### src/rtl/uart_tx_fifo_pkg.sv
// Shared definitions for the parametrised UART transmitter and its receiver twin:
// parity mode encodings and the serializer FSM state type.
package uart_tx_fifo_pkg;

  localparam int PARITY_NONE = 0;
  localparam int PARITY_EVEN = 1;
  localparam int PARITY_ODD  = 2;

  typedef enum logic [2:0] {
    ST_IDLE,
    ST_START,
    ST_DATA,
    ST_PARITY,
    ST_STOP,
    ST_CLEANUP
  } tx_state_e;

endpackage

### src/rtl/uart_tx_fifo_sync_fifo.sv
// Single-clock FIFO with first-word fall-through read data and an occupancy count.
// Writes while full are ignored even if a read happens in the same cycle.
module sync_fifo #(
  parameter int WIDTH = 8,
  parameter int DEPTH = 8
) (
  input  logic                   clk,
  input  logic                   rst,
  input  logic                   push,
  input  logic                   pop,
  input  logic [WIDTH-1:0]       wdata,
  output logic [WIDTH-1:0]       rdata,
  output logic                   full,
  output logic                   empty,
  output logic [$clog2(DEPTH):0] count
);

  localparam int AW = $clog2(DEPTH);
  localparam logic [AW:0] FULL_COUNT = (AW + 1)'(DEPTH);

  logic [WIDTH-1:0] mem [DEPTH];
  logic [AW-1:0]    wr_ptr;
  logic [AW-1:0]    rd_ptr;
  logic             do_push;
  logic             do_pop;

  assign full    = (count == FULL_COUNT);
  assign empty   = (count == '0);
  assign do_push = push && !full;
  assign do_pop  = pop && !empty;
  assign rdata   = mem[rd_ptr];

  // NOTE: storage is deliberately left out of reset; only pointers and count
  // define validity, which keeps the array a plain RAM with no reset fan-out.
  always_ff @(posedge clk) begin
    if (do_push) mem[wr_ptr] <= wdata;
  end

  // NOTE: sequential state uses non-blocking assignments only, so every
  // register samples pre-edge values regardless of statement order.
  always_ff @(posedge clk) begin
    if (rst) begin
      wr_ptr <= '0;
      rd_ptr <= '0;
      count  <= '0;
    end else begin
      if (do_push) wr_ptr <= wr_ptr + 1'b1;
      if (do_pop)  rd_ptr <= rd_ptr + 1'b1;
      case ({do_push, do_pop})
        2'b10:   count <= count + 1'b1;
        2'b01:   count <= count - 1'b1;
        default: count <= count;
      endcase
    end
  end

endmodule

### src/rtl/uart_tx_fifo.sv
// FIFO-fed UART transmitter: configurable data width, parity and stop bits.
// Frames are sent back-to-back; all line-side outputs are registered.
module uart_tx_fifo
  import uart_tx_fifo_pkg::*;
#(
  parameter int CLKS_PER_BIT = 87,
  parameter int DATA_BITS    = 8,
  parameter int PARITY_MODE  = 0,
  parameter int STOP_BITS    = 1,
  parameter int FIFO_DEPTH   = 8
) (
  input  logic                        clk,
  input  logic                        rst,
  input  logic                        i_DV,
  input  logic [DATA_BITS-1:0]        i_Byte,
  output logic                        o_Ready,
  output logic [$clog2(FIFO_DEPTH):0] o_Fifo_Count,
  output logic                        o_Overflow,
  output logic                        o_Serial_Data,
  output logic                        o_Sig_Active,
  output logic                        o_Sig_Done
);

  localparam int CW = $clog2(CLKS_PER_BIT);
  localparam int IW = $clog2(DATA_BITS);
  localparam logic [CW-1:0] BAUD_LAST = CW'(CLKS_PER_BIT - 1);
  localparam logic [IW-1:0] DATA_LAST = IW'(DATA_BITS - 1);
  localparam logic [IW-1:0] STOP_LAST = IW'(STOP_BITS - 1);

  tx_state_e            state;
  tx_state_e            state_next;
  logic [CW-1:0]        baud_cnt;
  logic [IW-1:0]        bit_idx;
  logic [DATA_BITS-1:0] shifter;
  logic                 bit_end;

  logic                 fifo_full;
  logic                 fifo_empty;
  logic                 fifo_pop;
  logic [DATA_BITS-1:0] fifo_rdata;

  logic                 line_d;
  logic                 active_d;
  logic                 done_d;

  assign bit_end  = (baud_cnt == BAUD_LAST);
  assign fifo_pop = (state == ST_IDLE) && !fifo_empty;
  assign o_Ready  = !fifo_full;

  sync_fifo #(
    .WIDTH(DATA_BITS),
    .DEPTH(FIFO_DEPTH)
  ) u_fifo (
    .clk  (clk),
    .rst  (rst),
    .push (i_DV),
    .pop  (fifo_pop),
    .wdata(i_Byte),
    .rdata(fifo_rdata),
    .full (fifo_full),
    .empty(fifo_empty),
    .count(o_Fifo_Count)
  );

  always_ff @(posedge clk) begin
    if (rst) state <= ST_IDLE;
    else     state <= state_next;
  end

  always_comb begin
    state_next = state;
    unique case (state)
      ST_IDLE:    if (!fifo_empty) state_next = ST_START;
      ST_START:   if (bit_end) state_next = ST_DATA;
      ST_DATA:    if (bit_end && bit_idx == DATA_LAST)
                    state_next = (PARITY_MODE == PARITY_NONE) ? ST_STOP : ST_PARITY;
      ST_PARITY:  if (bit_end) state_next = ST_STOP;
      ST_STOP:    if (bit_end && bit_idx == STOP_LAST) state_next = ST_CLEANUP;
      ST_CLEANUP: state_next = ST_IDLE;
      default:    state_next = ST_IDLE;
    endcase
  end

  // bit_idx counts data bits in DATA and stop bits in STOP; it clears on every state change.
  always_ff @(posedge clk) begin
    if (rst) begin
      baud_cnt <= '0;
      bit_idx  <= '0;
      shifter  <= '0;
    end else begin
      if (state == ST_IDLE || state == ST_CLEANUP || bit_end) baud_cnt <= '0;
      else                                                    baud_cnt <= baud_cnt + 1'b1;

      if (fifo_pop) shifter <= fifo_rdata;

      if (state_next != state)
        bit_idx <= '0;
      else if (bit_end && (state == ST_DATA || state == ST_STOP))
        bit_idx <= bit_idx + 1'b1;
    end
  end

  // NOTE: every output of this block gets a default first, so no path leaves
  // a variable unassigned and no latch can be inferred.
  always_comb begin
    line_d   = 1'b1;
    active_d = 1'b0;
    done_d   = 1'b0;
    unique case (state)
      ST_START:   begin line_d = 1'b0;             active_d = 1'b1; end
      ST_DATA:    begin line_d = shifter[bit_idx]; active_d = 1'b1; end
      ST_PARITY:  begin
        line_d   = (PARITY_MODE == PARITY_ODD) ? ~^shifter : ^shifter;
        active_d = 1'b1;
      end
      ST_STOP:    active_d = 1'b1;
      ST_CLEANUP: done_d   = 1'b1;
      default:    ;
    endcase
  end

  // Registering the decoded state gives a glitch-free line one cycle behind the FSM.
  always_ff @(posedge clk) begin
    if (rst) begin
      o_Serial_Data <= 1'b1;
      o_Sig_Active  <= 1'b0;
      o_Sig_Done    <= 1'b0;
      o_Overflow    <= 1'b0;
    end else begin
      o_Serial_Data <= line_d;
      o_Sig_Active  <= active_d;
      o_Sig_Done    <= done_d;
      o_Overflow    <= i_DV && fifo_full;
    end
  end

endmodule

### config.mk
export PLATFORM = sky130hd
export DESIGN_NAME = uart_tx_fifo
export DESIGN_NICKNAME = d
export VERILOG_FILES = /design/src/rtl/uart_tx_fifo_pkg.sv /design/src/rtl/uart_tx_fifo_sync_fifo.sv /design/src/rtl/uart_tx_fifo.sv
export SDC_FILE = /design/constraint.sdc
export NUM_CORES = 1
export LEC_CHECK = 0
export BUFFER_PORTS_ARGS = -buffer_cell sky130_fd_sc_hd__buf_4
export CAP_MARGIN = 20
export CORE_ASPECT_RATIO = 1.25
export CORE_MARGIN = 2
export CORE_UTILIZATION = 35
export DETAILED_ROUTE_END_ITERATION = 7
export GPL_ROUTABILITY_DRIVEN = 0
export PLACE_DENSITY = 0.54
export SLEW_MARGIN = 30
export SYNTH_ARGS = -nofsm -noshare
export SYNTH_HDL_FRONTEND = slang
export SYNTH_SLANG_ARGS = --single-unit
### constraint.sdc
create_clock -name clk -period 3.4 [get_ports clk]
set_clock_uncertainty 0.05 [all_clocks]
set_input_delay 0.17 -clock clk [delete_from_list [all_inputs] [get_ports clk]]
set_output_delay 0.17 -clock clk [all_outputs]
set_load 0.01 [all_outputs]
== Yosys cells after proc, flatten, opt, wreduce, memory -nomap -nowiden ==
Memory sizes are Yosys's and may differ from the RTL's. A register that Yosys moved wholly into a read port is not among the register bits.
Cells that the tools add are included.

* Flip-flop bits (word level): 27
* RAM bits: 64
* Bits of input ports: 11
* Logic and storage cells: 63
* Memories kept: 1

{| class="wikitable"
|+ Memory list
! memory !! words !! bits a word !! read ports !! clocked after memory_dff !! write ports !! line !! source
|-
| u_fifo.mem || 8 || 8 || 1 || 1 || 1 || uart_tx_fifo_sync_fifo.sv:21 || <nowiki>logic [WIDTH-1:0] mem [DEPTH];</nowiki>
|}

* $add $sub $neg: 6
* Order comparisons: 1
* Equal/unequal tests: 11
* Muxes and demuxes: 14
* Reduce and logical (&&, ||, !) cells: 20

{| class="wikitable"
|+ Operators with widths
! operator !! number
|-
| $mux 3 || 5
|-
| $pmux 3 s5 || 1
|-
| $add 3x1->3 const B || 3
|-
| $eq 3x3->1 const B || 3
|-
| $pmux 4 s2 || 1
|-
| $reduce_xor 8->1 || 1
|-
| $add 7x1->7 const B || 1
|-
| $eq 7x7->1 const B || 1
|-
| $logic_and 1x1->1 || 7
|-
| $eq 3x2->1 const B || 2
|-
| $logic_not 3->1 || 2
|-
| $mux 1 || 5
|-
| $add 4x1->4 const B || 1
|-
| $eq 4x4->1 const B || 1
|-
| $logic_not 4->1 || 1
|-
| $lt 3x4->1 const B || 1
|-
| $reduce_or 2->1 || 2
|-
| $reduce_or 4->1 || 1
|-
| $sub 4x1->4 const B || 1
|-
| $bmux 1 s3 || 1
|-
| $eq 3x1->1 const B || 1
|-
| $logic_or 1x1->1 || 3
|-
| $ne 3x3->1 || 1
|-
| $pmux 1 s3 || 1
|-
| 4 further kinds || 5
|}

== Logic depth before layout (Yosys ltp) ==
* Depth in word-level cells: 6
* Mapped depth: 10
* Depth with buffers taken out: 9

== Cells and area by module ==
From an unflattened synthesis, not the netlist that was laid out.

* Cell total of the unflattened synthesis: 301
* Area total of the unflattened synthesis: 4367.9 um^2

{| class="wikitable"
|+ Modules (own cells, without submodules)
! module !! times used !! cells an instance !! area each (um^2) !! seq. area each (um^2)
|-
| sync_fifo || 1 || 167 || 3126.7 || 2182.1
|-
| uart_tx_fifo || 1 || 134 || 1241.2 || 500.5
|}

== Worst setup path after synthesis ==
No wires, ideal clock.

* Kind: register -> register
* From: register u_fifo.count[0]
* To: register u_fifo.count[3]
* Data arrival time: 2.545 ns
* Required time: 3.229 ns
* Path slack: 0.684 ns
* Stages on the path, launching flop included: 10
* Period minus slack after synthesis: 2.716 ns
* Cells stage by stage: dfxtp_1 nor4_1 nor2_2 buf_4 ha_1 ha_1 a21o_1 a21oi_1 mux2i_1 mux2_2

* Longest elaborated chain between the ends: 6

{| class="wikitable"
|+ RTL lines
! what !! line !! source
|-
| start: declaration || uart_tx_fifo_sync_fifo.sv:15 || <nowiki>output logic [$clog2(DEPTH):0] count</nowiki>
|-
| start signal: assignment || uart_tx_fifo_sync_fifo.sv:50 || <nowiki>2'b10: count <= count + 1'b1;</nowiki>
|-
| start signal: assignment || uart_tx_fifo_sync_fifo.sv:51 || <nowiki>2'b01: count <= count - 1'b1;</nowiki>
|-
| start signal: assignment || uart_tx_fifo_sync_fifo.sv:52 || <nowiki>default: count <= count;</nowiki>
|-
| $logic_not 4->1 (*) || uart_tx_fifo_sync_fifo.sv:28 || <nowiki>assign empty = (count == '0);</nowiki>
|-
| $logic_not 1->1 (*) || uart_tx_fifo.sv:47 || <nowiki>assign fifo_pop = (state == ST_IDLE) && !fifo_empty;</nowiki>
|-
| $logic_and 1x1->1 (*) || uart_tx_fifo.sv:47 ||
|-
| net fifo_pop || uart_tx_fifo.sv:39 || <nowiki>logic fifo_pop;</nowiki>
|-
| $logic_and 1x1->1 (*) || uart_tx_fifo_sync_fifo.sv:30 || <nowiki>assign do_pop = pop && !empty;</nowiki>
|-
| $eq 2x1->1 or $eq 2x2->1 (tied branches) || uart_tx_fifo_sync_fifo.sv:49 || <nowiki>case ({do_push, do_pop})</nowiki>
|-
| $pmux 4 s2 or $reduce_bool 2->1 (tied branches) || - ||
|}

The timed path passes the listed nets; every way through them passes the cells marked *.
A chain may end at the register's enable or synchronous reset.

== Final worst setup path ==
* From: register u_fifo.count[0]
* To: register u_fifo.count[3]

* Longest elaborated chain between the ends: 6

{| class="wikitable"
|+ RTL lines
! what !! line
|-
| $logic_not 4->1 || uart_tx_fifo_sync_fifo.sv:28
|-
| $logic_not 1->1 || uart_tx_fifo_sync_fifo.sv:30, uart_tx_fifo.sv:47
|-
| $logic_and 1x1->1 || uart_tx_fifo.sv:47
|-
| $logic_and 1x1->1 || uart_tx_fifo_sync_fifo.sv:30
|-
| $eq 2x1->1 or $eq 2x2->1 (tied branches) || uart_tx_fifo_sync_fifo.sv:49
|-
| $pmux 4 s2 or $reduce_bool 2->1 (tied branches) || -
|}

Several ways; a longest one is shown, not always the timed one.

==> flow_summary_export.csv <==
group,metric,value,unit
pwr,power_switching,1.10,mW
drt,ant_nets,0,
synthesis,yosys.area.top_type_share,46.0,%
clock_tree,cts_buffers,9,
cells_and_area,fin_cells,482,
sta,fmax,357,MHz
flow_run,cap_viol_max_count,0,
synthesis,ys_types,43,
pwr,powerDensity,758,nW/um2
placed_design,place_ws,0.617,ns
worst_setup_path,r2r-start,"u_fifo.count[0]",
hold_path,hold_end,"u_fifo.mem[4][6]",
worst_setup_path,r2r_slack,0.60,ns
synthesis,ys_seq_area_share,62.7,%
die,pin_count,20,
outcome,status,"finished clean",
die,dieArea,12800,um2
global_routing,busiest_layer,"met2",
worst_setup_path,arrival,2.98,ns
cells_and_area,layout-drive-gt1-share,22.4,%
global_routing,grt_first_pass_wirelength,12100,um
sta,hold_viol,0,
drt,drt_iter0_markers,103,
pwr,vdd_drop_max,0.000333,V
worst_setup_path,crit_required,3.58,ns
drt,num_vias,2305,
synthesis,synth_area_leader_cell,"edfxtp_1",
hold_path,hold_start,"i_Byte[6]",
worst_setup_path,worstPathCellList,"or4b_1, nand2_2, ha_1, ha_1, a21o_1, a21oi_1, mux2i_1, mux2_2",
worst_setup_path,slowest_stage,"or4b_1",
die,core_area,11600,um2
synthesis,synth-seq-cells,99,
sta,slew-limit-headroom,40.3,%
drt,drc_errors,0,
placed_design,placed_cells,464,
cells_and_area,multiInputGateArea,1460,um2
cells_and_area,final_area,4880,um2
drt,avgRoutedWirePerCell,15.3,um
worst_setup_path,crit_fanout,7,
die,rows,44,
cells_and_area,nets,338,
clock_tree,clock_path_buffers,2,
global_routing,grt_max_degree,29,
cells_and_area,antennaDiodeCount,0,
hold_path,min_path_type,"in2reg",
pwr,p_clk_share,30.2,%
synthesis,synth-edff-count,64,
die,initial_core_util,36.0,%
synthesis,syn-num-nets,311,
cells_and_area,area_growth,16.7,%
die,die_x,102,um
sta,rsz0062_at_grt,"false",
clock_tree,postCtsSetupRepairBufs,0,
synthesis,synth_ff_type,"edfxtp_1",
cells_and_area,fill_cells,1071,
clock_tree,cts_tree,"done",
clock_tree,htreeDepth,3,
hold_path,hold_depth,1,
cells_and_area,regArea,2620,um2
pwr,swShare,29.8,%
worst_setup_path,rr_worst_depth,8,
synthesis,syn_inst,289,
drt,viasPerCell,4.78,
worst_setup_path,criticalPathCategory,"reg2reg",
pwr,p_seq_share,41.9,%
synthesis,syn_avg_cell_area,14.5,um2
drt,dr.pass1.iters,4,
synthesis,synthMostInstantiatedCell,"edfxtp_1",
pwr,cellLeakagePower,1.68,nW
sta,worst_slack,0.601,ns
worst_setup_path,end_kind,"flop",
global_routing,grt_use_total,12.6,%
global_routing,grt_overflow,0,
placed_design,dp_hpwl,4760,um
sta,slew_violations,0,
pwr,power.total,3.70,mW
synthesis,yosys-top-cells-count,"64 x edfxtp_1, 39 x nor2_1, 35 x dfxtp_1",
placed_design,dpl_cell_area,4530,um2
clock_tree,clock_sinks,99,
sta,worst_slew_pin_slew,0.895,ns
worst_setup_path,reg2reg_to,"u_fifo.count[3]",
sta,tns,0,ns
pwr,p_int,2.60,mW
clock_tree,clkLatencyLatePin,0.34,ns
global_routing,grt.met2_usage,20.8,%
sta,min_period_over_period,82.3,%
worst_setup_path,slowest_delay,0.67,ns
sta,setup_violations,0,
pwr,combPwrFrac,27.9,%
global_routing,antenna_found_initial,0,
die,die_y,126,um
synthesis,ys.warnings.count,0,
global_routing,grt_use_met3,2.83,%
global_routing,grt_pass1_vias,2290,
drt,wl,7370,um
global_routing,grt_util_met1,16.0,%
synthesis,async_flop_share,0,%
synthesis,synth.area.top_cells,"edfxtp_1 46%, dfxtp_1 17%, mux4_2 9.7%",
synthesis,netlist_area,4180,um2
sta,fin_crit,2.80,ns
worst_setup_path,startpoint_type,"flop",
sta,holdWs,0.0171,ns
placed_design,numPortBuffers,19,
cells_and_area,final_core_util,42.0,%
clock_tree,cts_root_buf,"clkbuf_16",
clock_tree,clk_pin_slew_worst_paths,0.07,ns
worst_setup_path,crit_top_cell,"ha_1",
[what timing repair did]
action	in CTS	in global routing
gates resized for setup	0	0
hold buffers	2	0
endpoints found under the hold margin	14	0
[critical path: cells and delay by family (launching register included)]
kind	cells	cell delay [ns]
flip-flops	1	0.36
AND/OR/NAND/NOR	2	0.88
multiplexers	2	0.56
adder cells (fa/ha/maj)	2	0.50
AO/OA/AOI/OAI	2	0.35
[cell type report]
type / count / share of cell area, %
Inverter: 7 / 0.538
Clock buffer: 9 / 4.62
Clock inverter: 7 / 2.18
Sequential cell: 99 / 53.7
Timing Repair Buffer: 31 / 4.87
Multi-Input combinational cell: 168 / 29.9
Tap cell: 161 / 4.13
[how the worst max path moves through the flow]
stage | slack [ns] | cells after the start | from | end
global route | 0.46 | 8 | u_fifo.count[0] | u_fifo.count[3]
CTS | 0.60 | 8 | u_fifo.count[0] | u_fifo.count[3]
finish | 0.60 | 8 | u_fifo.count[0] | u_fifo.count[3]
floorplan | 0.68 | 9 | u_fifo.count[0] | u_fifo.count[3]
detailed placement | 0.62 | 8 | u_fifo.count[0] | u_fifo.count[3]
global placement | 0.66 | 8 | u_fifo.count[0] | u_fifo.count[3]
[placed cells by master (no fill, tap or decap), types with 2 or more instances in the layout]
master / Yosys / layout
a211oi_1: 8 / 8
a21oi_1: 7 / 7
buf_4: 3 / 29
bufinv_16: 0 / 2
clkbuf_16: 0 / 9
dfxtp_1: 35 / 35
dlygate4sd3_1: 0 / 2
edfxtp_1: 64 / 64
ha_1: 10 / 10
inv_1: 7 / 7
inv_6: 0 / 3
mux2i_1: 13 / 13
mux4_2: 18 / 18
nand2_1: 7 / 7
nand2b_1: 2 / 2
nand3_1: 5 / 5
nor2_1: 39 / 39
nor3_1: 9 / 9
nor3b_1: 2 / 2
nor4_1: 3 / 2
o21ai_0: 3 / 3
or3_1: 2 / 2
xnor2_1: 13 / 13
xor2_1: 8 / 8
[state kept, by name, summed over array words and instances (netlist names)]
signal         cells
u_fifo.rd_ptr      3
o_Sig_Done         1
o_Serial_Data      1
baud_cnt           7
o_Sig_Active       1
u_fifo.count       4
state              3
o_Overflow         1
bit_idx            3
u_fifo.mem        64
u_fifo.wr_ptr      3
shifter            8
[power groups by stage]
stage / Sequential, mW / Combinational [mW] / Clock, mW
detailed placement: 1.58 / 1.05 / 0
finish: 1.55 / 1.03 / 1.12
global placement: 1.57 / 1.04 / 0
global route: 1.58 / 1.16 / 1.20
CTS: 1.55 / 1.05 / 1.15
floorplan: 1.52 / 0.858 / 0
[metal layers]
metal	share of wire, %	up-vias	wire [um]
met2	53	22	3870
li1	-	1128	-
met4	1.3	0	96
met3	1.8	7	132
met1	44	1148	3270
met5	0	-	0
[kinds of logic (layout without fill, tap and decap cells)]
| family | after synthesis | in the layout | share of synthesized area (%) |
|---|---|---|---|
| AND/OR/NAND/NOR | 81 | 81 | 10.3 |
| buffers and inverters | 22 | 54 | 2.51 |
| adder cells (fa/ha/maj) | 11 | 11 | 3.47 |
| multiplexers | 32 | 32 | 13.1 |
| XOR/XNOR | 21 | 21 | 4.40 |
| flip-flops | 99 | 99 | 62.7 |
| AO/OA/AOI/OAI | 23 | 23 | 3.56 |
No activity file was read; power rests on OpenSTA's default activity.
